### config.mk
export PLATFORM = sky130hd
export DESIGN_NAME = icache_refill_ctrl_flat
export DESIGN_NICKNAME = d
export VERILOG_FILES = /design/src/rtl/icache_refill_ctrl_if.sv /design/src/rtl/icache_refill_ctrl.sv /design/src/flat_wrapper.sv
export SDC_FILE = /design/constraint.sdc
export NUM_CORES = 2
export LEC_CHECK = 0
export CAP_MARGIN = 20
export CELL_PAD_IN_SITES_DETAIL_PLACEMENT = 0
export CELL_PAD_IN_SITES_GLOBAL_PLACEMENT = 2
export CORE_ASPECT_RATIO = 0.8
export CORE_UTILIZATION = 48
export CTS_BUF_LIST = sky130_fd_sc_hd__clkbuf_2
export DETAILED_ROUTE_END_ITERATION = 16
export PLACE_DENSITY_LB_ADDON = 0.3
export SLEW_MARGIN = 20
export SYNTH_ARGS = -nofsm -noshare
export SYNTH_HDL_FRONTEND = slang
export SYNTH_SLANG_ARGS = --single-unit
### constraint.sdc
create_clock -name i_Clk -period 4 [get_ports i_Clk]
set_input_delay 0.6 -clock i_Clk [delete_from_list [all_inputs] [get_ports i_Clk]]
set_output_delay 0.6 -clock i_Clk [all_outputs]
set_load 0.01 [all_outputs]
### src/rtl/icache_refill_ctrl_if.sv
// Fetch-side and memory-side signals of the instruction cache refill controller.
//   slave  : the cache's view. It takes the PC, fetch and invalidate requests and
//            the memory ack/data, and drives the instruction, miss, req and addr outputs.
//   master : the view of the surrounding pipeline and memory model.
interface icache_refill_ctrl_if #(
  parameter int ADDR_W = 32,
  parameter int DATA_W = 32
);
  logic [ADDR_W-1:0] i_PC;
  logic              i_Fetch_En;
  logic              i_Invalidate;
  logic [DATA_W-1:0] o_Instr;
  logic              o_ICache_Miss;
  logic              o_Mem_Req;
  logic [ADDR_W-1:0] o_Mem_Addr;
  logic              i_Mem_Ack;
  logic [DATA_W-1:0] i_Mem_Data;

  modport slave (
    input  i_PC, i_Fetch_En, i_Invalidate, i_Mem_Ack, i_Mem_Data,
    output o_Instr, o_ICache_Miss, o_Mem_Req, o_Mem_Addr
  );

  modport master (
    output i_PC, i_Fetch_En, i_Invalidate, i_Mem_Ack, i_Mem_Data,
    input  o_Instr, o_ICache_Miss, o_Mem_Req, o_Mem_Addr
  );
endinterface

### src/rtl/icache_refill_ctrl.sv
// Direct-mapped instruction cache for the IF stage, with a word-by-word refill controller.
// A hit returns the instruction in the same cycle. A miss raises o_ICache_Miss to the
// stall unit, then refills the whole line over a req/ack handshake on the memory side.
// Ports:
//   i_Clk, i_Reset : clock (rising edge) and asynchronous active-high reset
//   bus (slave)    : i_PC, i_Fetch_En, i_Invalidate, o_Instr, o_ICache_Miss,
//                    o_Mem_Req, o_Mem_Addr, i_Mem_Ack, i_Mem_Data
module icache_refill_ctrl #(
  parameter int ADDR_W     = 32,
  parameter int DATA_W     = 32,
  parameter int LINE_WORDS = 4,
  parameter int NUM_LINES  = 16
) (
  input logic                 i_Clk,
  input logic                 i_Reset,
  icache_refill_ctrl_if.slave bus
);
  localparam int OFF_W  = $clog2(LINE_WORDS);
  localparam int IDX_W  = $clog2(NUM_LINES);
  localparam int LINE_W = ADDR_W - 2 - OFF_W;   // {tag,index} bits of a line address
  localparam int TAG_W  = LINE_W - IDX_W;

  typedef enum logic {IDLE, REFILL} state_t;

  state_t              state_q, state_d;
  logic [OFF_W-1:0]    cnt_q;
  logic [LINE_W-1:0]   line_q;      // line being refilled, as {tag,index}
  logic                abort_q;     // invalidated during refill: do not validate the line
  logic [NUM_LINES-1:0] valid_q;

  logic [TAG_W-1:0]  tag_mem  [NUM_LINES];
  logic [DATA_W-1:0] data_mem [NUM_LINES*LINE_WORDS];

  logic [OFF_W-1:0] pc_off;
  logic [IDX_W-1:0] pc_idx, ref_idx;
  logic [TAG_W-1:0] pc_tag, ref_tag;
  logic             hit, ack, last, start, miss;
  logic             unused_pc_lsb;

  assign pc_off        = bus.i_PC[2 +: OFF_W];
  assign pc_idx        = bus.i_PC[2+OFF_W +: IDX_W];
  assign pc_tag        = bus.i_PC[ADDR_W-1 -: TAG_W];
  assign unused_pc_lsb = ^bus.i_PC[1:0];
  assign ref_idx       = line_q[IDX_W-1:0];
  assign ref_tag       = line_q[LINE_W-1 -: TAG_W];

  assign hit   = valid_q[pc_idx] && (tag_mem[pc_idx] == pc_tag);
  // An ack only counts while a request is outstanding.
  assign ack   = bus.i_Mem_Ack && (state_q == REFILL);
  assign last  = (cnt_q == OFF_W'(LINE_WORDS-1));
  // An invalidate wins over a miss in IDLE. The fetch stalls for this cycle and is looked up again next cycle.
  assign start = (state_q == IDLE) && bus.i_Fetch_En && !hit && !bus.i_Invalidate;

  always_comb begin
    state_d = state_q;
    miss    = 1'b0;
    case (state_q)
      IDLE: begin
        miss = bus.i_Fetch_En && (!hit || bus.i_Invalidate);
        if (start) state_d = REFILL;
      end
      REFILL: begin
        miss = 1'b1;
        if (ack && last) state_d = IDLE;
      end
      default: state_d = IDLE;
    endcase
  end

  always_ff @(posedge i_Clk or posedge i_Reset) begin
    if (i_Reset) begin
      state_q <= IDLE;
      cnt_q   <= '0;
      line_q  <= '0;
      abort_q <= 1'b0;
      valid_q <= '0;
    end else begin
      state_q <= state_d;
      if (start) begin
        line_q          <= {pc_tag, pc_idx};
        cnt_q           <= '0;
        valid_q[pc_idx] <= 1'b0;
      end
      if (ack) begin
        cnt_q <= cnt_q + OFF_W'(1);
        if (last && !abort_q) valid_q[ref_idx] <= 1'b1;
      end
      // Invalidate is applied last so that it overrides a line completing in the same cycle.
      if (bus.i_Invalidate) valid_q <= '0;
      if (ack && last)
        abort_q <= 1'b0;
      else if ((state_q == REFILL) && bus.i_Invalidate)
        abort_q <= 1'b1;
    end
  end

  // Tag and data storage have no reset. They are only trusted through valid_q.
  always_ff @(posedge i_Clk) begin
    if (ack) begin
      data_mem[{ref_idx, cnt_q}] <= bus.i_Mem_Data;
      if (last) tag_mem[ref_idx] <= ref_tag;
    end
  end

  assign bus.o_ICache_Miss = miss && !i_Reset;
  assign bus.o_Instr       = i_Reset ? '0 : data_mem[{pc_idx, pc_off}];
  assign bus.o_Mem_Req     = (state_q == REFILL);
  // The base address is line aligned, so the word address is just the count spliced in.
  assign bus.o_Mem_Addr    = {line_q, cnt_q, 2'b00};
endmodule

### src/flat_wrapper.sv
// flat-port wrapper written by rule: the top's interface ports become plain ports
module icache_refill_ctrl_flat 
#(
  parameter int ADDR_W     = 32,
  parameter int DATA_W     = 32,
  parameter int LINE_WORDS = 4,
  parameter int NUM_LINES  = 16
)
  (i_Clk, i_Reset, bus_i_PC, bus_i_Fetch_En, bus_i_Invalidate, bus_i_Mem_Ack, bus_i_Mem_Data, bus_o_Instr, bus_o_ICache_Miss, bus_o_Mem_Req, bus_o_Mem_Addr);
  icache_refill_ctrl_if #(.ADDR_W(ADDR_W), .DATA_W(DATA_W)) bus_i ();
  input logic i_Clk;
  input logic i_Reset;
  input wire logic [$bits(bus_i.i_PC)-1:0] bus_i_PC;
  input wire logic [$bits(bus_i.i_Fetch_En)-1:0] bus_i_Fetch_En;
  input wire logic [$bits(bus_i.i_Invalidate)-1:0] bus_i_Invalidate;
  input wire logic [$bits(bus_i.i_Mem_Ack)-1:0] bus_i_Mem_Ack;
  input wire logic [$bits(bus_i.i_Mem_Data)-1:0] bus_i_Mem_Data;
  output wire logic [$bits(bus_i.o_Instr)-1:0] bus_o_Instr;
  output wire logic [$bits(bus_i.o_ICache_Miss)-1:0] bus_o_ICache_Miss;
  output wire logic [$bits(bus_i.o_Mem_Req)-1:0] bus_o_Mem_Req;
  output wire logic [$bits(bus_i.o_Mem_Addr)-1:0] bus_o_Mem_Addr;
  assign bus_i.i_PC = bus_i_PC;
  assign bus_i.i_Fetch_En = bus_i_Fetch_En;
  assign bus_i.i_Invalidate = bus_i_Invalidate;
  assign bus_i.i_Mem_Ack = bus_i_Mem_Ack;
  assign bus_i.i_Mem_Data = bus_i_Mem_Data;
  assign bus_o_Instr = bus_i.o_Instr;
  assign bus_o_ICache_Miss = bus_i.o_ICache_Miss;
  assign bus_o_Mem_Req = bus_i.o_Mem_Req;
  assign bus_o_Mem_Addr = bus_i.o_Mem_Addr;
  icache_refill_ctrl #(.ADDR_W(ADDR_W), .DATA_W(DATA_W), .LINE_WORDS(LINE_WORDS), .NUM_LINES(NUM_LINES)) u_core (.i_Clk(i_Clk), .i_Reset(i_Reset), .bus(bus_i));
endmodule
Word level (Yosys, flattened, before mapping)

Memories as Yosys holds them, arrays and structs flattened.
Index checks and enable logic that the tools add are counted.

$lt $le $gt $ge: 4
Add/sub/neg operators: 1
Bitwise operators: 4
Multiplexer cells: 24
Eq/ne operators: 2
Reduce and logical (&&, ||, !) cells: 19

Operators with widths:

| operator                                                                             | count |
|---|---|
| 16-bit two-way mux                                                                   | 4 |
| 32-bit two-way mux                                                                   | 1 |
| 24-bit == test                                                                       | 1 |
| 16-bit AND                                                                           | 1 |
| 16-bit inverter                                                                      | 1 |
| 16-bit bitwise OR                                                                    | 1 |
| 1-bit logical AND                                                                    | 12 |
| 1-bit two-way mux                                                                    | 12 |
| 4-bit by 5-bit less-than comparator with 1-bit output (second input constant)        | 2 |
| 1-bit demux with 4-bit select                                                        | 2 |
| 4-bit by 1-bit greater-or-equal comparator with 1-bit output (second input constant) | 2 |
| 1-bit binary-select mux with 4-bit select                                            | 1 |
| 1-bit logical NOT                                                                    | 4 |
| 2-bit two-way mux                                                                    | 2 |
| 1-bit one-hot mux with 2 select lines                                                | 2 |
| 2-bit nonzero test                                                                   | 2 |
| 2-bit by 1-bit adder with 2-bit output (second input constant)                       | 1 |
| 2-bit == test (second input constant)                                                | 1 |
| 1-bit logical OR                                                                     | 1 |
| 1-bit inverter                                                                       | 1 |

Input bits: 69
Memories kept: 2
Logic and storage cells: 61
Output and inout port bits: 66
Flip-flop bits (word level): 48
Bits in writable memories: 2432

Memory list:

| memory          | depth | bits a word | read ports | clocked after Yosys merged registers in | wr ports | line                     | source |
|---|---|---|---|---|---|---|---|
| u_core.data_mem | 64    | 32          | 1          | 0                                       | 1        | icache_refill_ctrl.sv:32 | `logic [DATA_W-1:0] data_mem [NUM_LINES*LINE_WORDS];` |
| u_core.tag_mem  | 16    | 24          | 1          | 0                                       | 1        | icache_refill_ctrl.sv:31 | `logic [TAG_W-1:0] tag_mem [NUM_LINES];` |

Longest topological paths before layout

Word-level depth: 11
Depth in mapped cells: 16
Depth with buffers taken out: 9

Least setup slack after synthesis

Ideal clock, no wire load.

Path kind: input to output
Start point: input port bus_i_PC[2]
End point: output port bus_o_Instr[22]
Cell stages on the path: 10
Slack: 0.134 ns
Buffers on the path: 5
Required time: 3.400 ns
Data arrival time: 3.266 ns
Path through: clkbuf_1 buf_2 buf_2 buf_1 buf_2 mux4_2 a221oi_1 o311ai_0 a21oi_1 nor2_1

Word-level cells in the longest chain between the ends: 2

Ends and longest elaborated chain:

| what               | line                      | source |
|---|---|---|
| from (decl)        | flat_wrapper.sv:13        | `input wire logic [$bits(bus_i.i_PC)-1:0] bus_i_PC;` |
| memory 64 x 32 bit | --                        |  |
| 32-bit two-way mux | icache_refill_ctrl.sv:106 | `assign bus.o_Instr = i_Reset ? '0 : data_mem[{pc_idx, pc_off}];` |
| to (decl)          | flat_wrapper.sv:18        | `output wire logic [$bits(bus_i.o_Instr)-1:0] bus_o_Instr;` |

No other way between the ends.

Final worst setup path

Start point: memory u_core.tag_mem[4][22] (netlist name)
End point: output port bus_o_ICache_Miss

Word-level cells in the longest chain between the ends: 8

Ends and longest elaborated chain:

| what                                  | line                      | source |
|---|---|---|
| from (decl)                           | icache_refill_ctrl.sv:31  |  |
| memory 16 x 24 bit                    | --                        |  |
| 24-bit == test                        | icache_refill_ctrl.sv:47  | `assign hit = valid_q[pc_idx] && (tag_mem[pc_idx] == pc_tag);` |
| 1-bit logical AND                     | icache_refill_ctrl.sv:47  |  |
| 1-bit logical NOT                     | icache_refill_ctrl.sv:59  | `miss = bus.i_Fetch_En && (!hit \|\| bus.i_Invalidate);` |
| 1-bit logical OR                      | icache_refill_ctrl.sv:59  |  |
| 1-bit logical AND                     | icache_refill_ctrl.sv:59  |  |
| 1-bit one-hot mux with 2 select lines | icache_refill_ctrl.sv:57  | `case (state_q)` |
| 1-bit logical AND                     | icache_refill_ctrl.sv:105 | `assign bus.o_ICache_Miss = miss && !i_Reset;` |
| to (decl)                             | flat_wrapper.sv:19        | `output wire logic [$bits(bus_i.o_ICache_Miss)-1:0] bus_o_ICache_Miss;` |

No other way between the ends.

==> flow_summary.ini <==
[outcome]
status = finished, violations left
violations = negative setup slack

[floorplanning]
start_util_pct = 48.5
core_area_um2 = 196000
design.die.area_um2 = 200000
die_height_um = 400
io_pins = 135
die_width_um = 500
rows = 145

[critical_path]
rr_endpoint = u_core.line_q[8]$_DFFE_PP0N_
crit_chain = mux4_2 > and2_1 > a211oi_1 > a21oi_1 > xnor2_1 > nand4_1 > and4bb_2 > a211oi_2 > buf_2
r2r-start = u_core.tag_mem[4][22]$_DFFE_PP_
critPathMaxFanout = 2
critical-path-slowest-cell = mux4_2
start_kind = flop
crit_arrival_ns = 4.43
r2r_slack_ns = 0.09
crit_type = reg -> out
crit_path_end_kind = output port
worst_r2r_path_depth = 13
crit_required_ns = 3.40
critPathMaxStageDelay_ns = 0.45

[placed_design]
dpl.hpwl_mm = 166
place_congestion = 0.853
dpl-instance-area_um2 = 105000
io_buffers = 130
dpl.cell_count = 7250
pre_cts_ws_ns = -0.768

[worst_hold_path]
hold_path_class = in -> reg
hold_end = u_core.valid_q[10]$_DFF_PP0_
worstHoldStart = bus_i_PC[6]
holdPathStages = 7

[timing]
setup_ws_ns = -1.03
grt_setup_unrepaired = yes
fin_skew_ns = 0.150
min_period_ns = 5.03
post-route-period-util_pct = 126
holdWs_ns = 0.149
hold_viol_final = 0
setup_violations = 33
timing.fmax_mhz = 199
slew_headroom_pct = 16.9
maxSlewViolCount = 0
worst_pin_slew_ns = 1.25
finalSetupTns_ns = -14.32

[global_routing]
grt_max_degree = 65
grt_usage_pct = 29.1
grt-ovfl-total = 0
grt_pass1_wl_mm = 399
grt_pass1_vias = 52004
antenna_found_initial = 13

[synthesis]
synthCells = 4156
yosysTopAreaCell = edfxtp_1
ys_seq_elements = 2480
ys_warn_count = 0
ys_seq_area_share_pct = 78.0
ys_types = 73
ys.flop_type = edfxtp_1
synth-edff-count = 2432
synth_area_um2 = 95200
postSynthAreaPerCell_um2 = 22.9
synthDominantCellAreaShare_pct = 76.7
synth-async-reset-ratio_pct = 1.94
yosys-top-cells-area = edfxtp_1 77%, mux4_2 15%, dfrtp_1 1.3%

[layout]
final_cells = 8387
final_nets = 5428
regArea_um2 = 74300
post-route-cell-area_um2 = 112000
drive_gt1_share_pct = 42.6
fillCellCount = 14762
syn2layout_area_growth_pct = 18.1
multiInputGateArea_um2 = 21200

[clock_network]
clock_sink_count = 2480
path_clk_slew_ns = 0.11
htreeDepth = 6
clockRootBuffer = clkbuf_2
cts_tree = yes
clock_latency_ns = 1.83
cts_buffers = 606
clock_path_buffers = 4

[routing]
finalWirelength_mm = 290
ant_nets = 0
detail_route.wl_per_cell_um = 34.5
vias_per_cell = 6.18
num_vias = 51862
drt_iter0_markers = 6903
drc_errors = 0
drtPass1Iterations = 7

[run]
maxCapViolCount = 0

[power]
peakVddDrop_v = 0.000292
power.density_nw_per_um2 = 464
p_leak_uw = 0.0369
## cell type report
| class | count | share of cell area, % |
|---|---|---|
| sequential | 2480 | 66.1 |
| multi-input combinational | 1441 | 18.9 |
| timing repair buffer | 813 | 7.52 |
| clock buffer | 831 | 3.70 |
| tap | 2646 | 2.95 |
| clock inverter | 146 | 0.806 |
| inverter | 16 | 0.0579 |
| antenna | 14 | 0.0312 |
## routing by layer
metal | GRT usage [%] | share of wire [%] | up-vias
li1 | - | - | 20538
met1 | 41.0 | 39 | 27578
met2 | 43.1 | 46 | 3242
met3 | 9.65 | 12 | 498
met4 | 9.42 | 2.7 | 6
met5 | 0 | 0.013 | -
## registers in the layout, summed over array words and instances, names as in the netlist
| signal | flops |
|---|---|
| u_core.tag_mem | 384 |
| u_core.abort_q | 1 |
| u_core.bus.o_Mem_Req | 1 |
| u_core.line_q | 28 |
| u_core.cnt_q | 2 |
| u_core.valid_q | 16 |
| u_core.data_mem | 2048 |
## how the worst max path moves through the flow
stage | from | to | slack [ns] | depth (start not counted)
floorplan | bus_i_PC[2] | bus_o_Instr[22] | 0.13 | 10
global placement | bus_i_PC[5] | bus_o_ICache_Miss | -0.74 | 12
detailed placement | bus_i_PC[5] | bus_o_ICache_Miss | -0.77 | 12
CTS | u_core.tag_mem[4][6]$_DFFE_PP_ | bus_o_ICache_Miss | -1.22 | 9
global route | u_core.tag_mem[5][6]$_DFFE_PP_ | bus_o_ICache_Miss | -1.36 | 9
finish | u_core.tag_mem[4][22]$_DFFE_PP_ | bus_o_ICache_Miss | -1.03 | 9
## timing repair
| item | in CTS | in global routing |
|---|---|---|
| pin swaps | 70 | 30 |
| buffers inserted | 0 | 8 |
| endpoints found under the setup margin | 44 | 40 |
| cloned | 0 | 0 |
| gates resized for setup | 269 | 49 |
| hold buffers | 140 | 5 |
| endpoints found under the hold margin | 2144 | 198 |
## logic make-up (layout without fill, tap and decap cells)
group	Yosys count	after routing	share of synthesized area, %
buffers and inverters	236	1806	1.12
adders and majority gates	1	1	0.0131
and+or+nand+nor	316	316	1.55
AOI/OAI and AO/OA	325	325	2.34
xor gates and xnor gates	15	15	0.138
DFF	2480	2480	78.0
other	1	16	0.00394
muxes	782	782	16.8
## per-stage QoR
step	utilization, %	total power, µW
floorplan	-	33100
global placement	53.5	36200
detailed placement	53.5	36300
CTS	57.1	52500
global route	57.3	54100
finish	57.3	52200
## cell usage after synthesis, types with 4 or more instances
cell,n
nand2b_1,6
mux2_1,10
a21oi_1,51
o22ai_1,29
mux2_4,9
o211ai_1,4
nand2_1,50
and3_1,5
a22o_1,12
dfrtp_1,48
inv_1,15
nand3_1,18
xnor2_1,6
o21ai_0,40
nand3b_1,4
buf_4,12
a22oi_1,108
o221ai_1,4
nor3_1,25
clkbuf_1,104
xor2_1,9
nor2_1,144
and2_1,11
a211oi_1,25
mux2_2,42
o21ai_1,4
a31oi_1,8
a221oi_1,12
nor2b_1,6
nand4_1,15
mux2i_1,75
or3_1,4
mux4_2,646
buf_2,60
nor4_1,7
edfxtp_1,2432
buf_1,38
## power breakdown
| part | leakage [µW] | internal [µW] | total (µW) | switching, µW |
|---|---|---|---|---|
| combinational | 0.0106 | 2190 | 5410 | 3210 |
| clock | 0.00389 | 6300 | 16100 | 9840 |
| sequential | 0.0225 | 29800 | 30700 | 819 |
## worst max-delay path, delay by kind of cell (launching register included)
kind                   cells  cell delay, ns
AND/OR/NAND/NOR            3            0.72
multiplexers               1            0.45
XOR/XNOR                   1            0.44
AO/OA/AOI/OAI              3            0.41
flip-flops                 1            0.38
buffers and inverters      1            0.17
## cells in the final DEF, fill, tap and decap left out, types with 26 or more instances in the layout
master           instances
mux2_2                  40
buf_4                  410
nor2_1                  34
o21ai_0                 37
nor2_4                  84
buf_2                   44
mux4_2                 646
mux2i_1                 66
buf_12                 144
a22oi_2                 36
a22oi_1                 72
dlygate4sd3_1          127
edfxtp_1              2432
clkdlybuf4s50_1         58
clkbuf_2               831
a21oi_1                 37
clkinv_1               106
nand2_1                 46
dfrtp_1                 33
o22ai_1                 26
nor2_2                  26
Note: power is estimated with default switching activity, not from simulation.
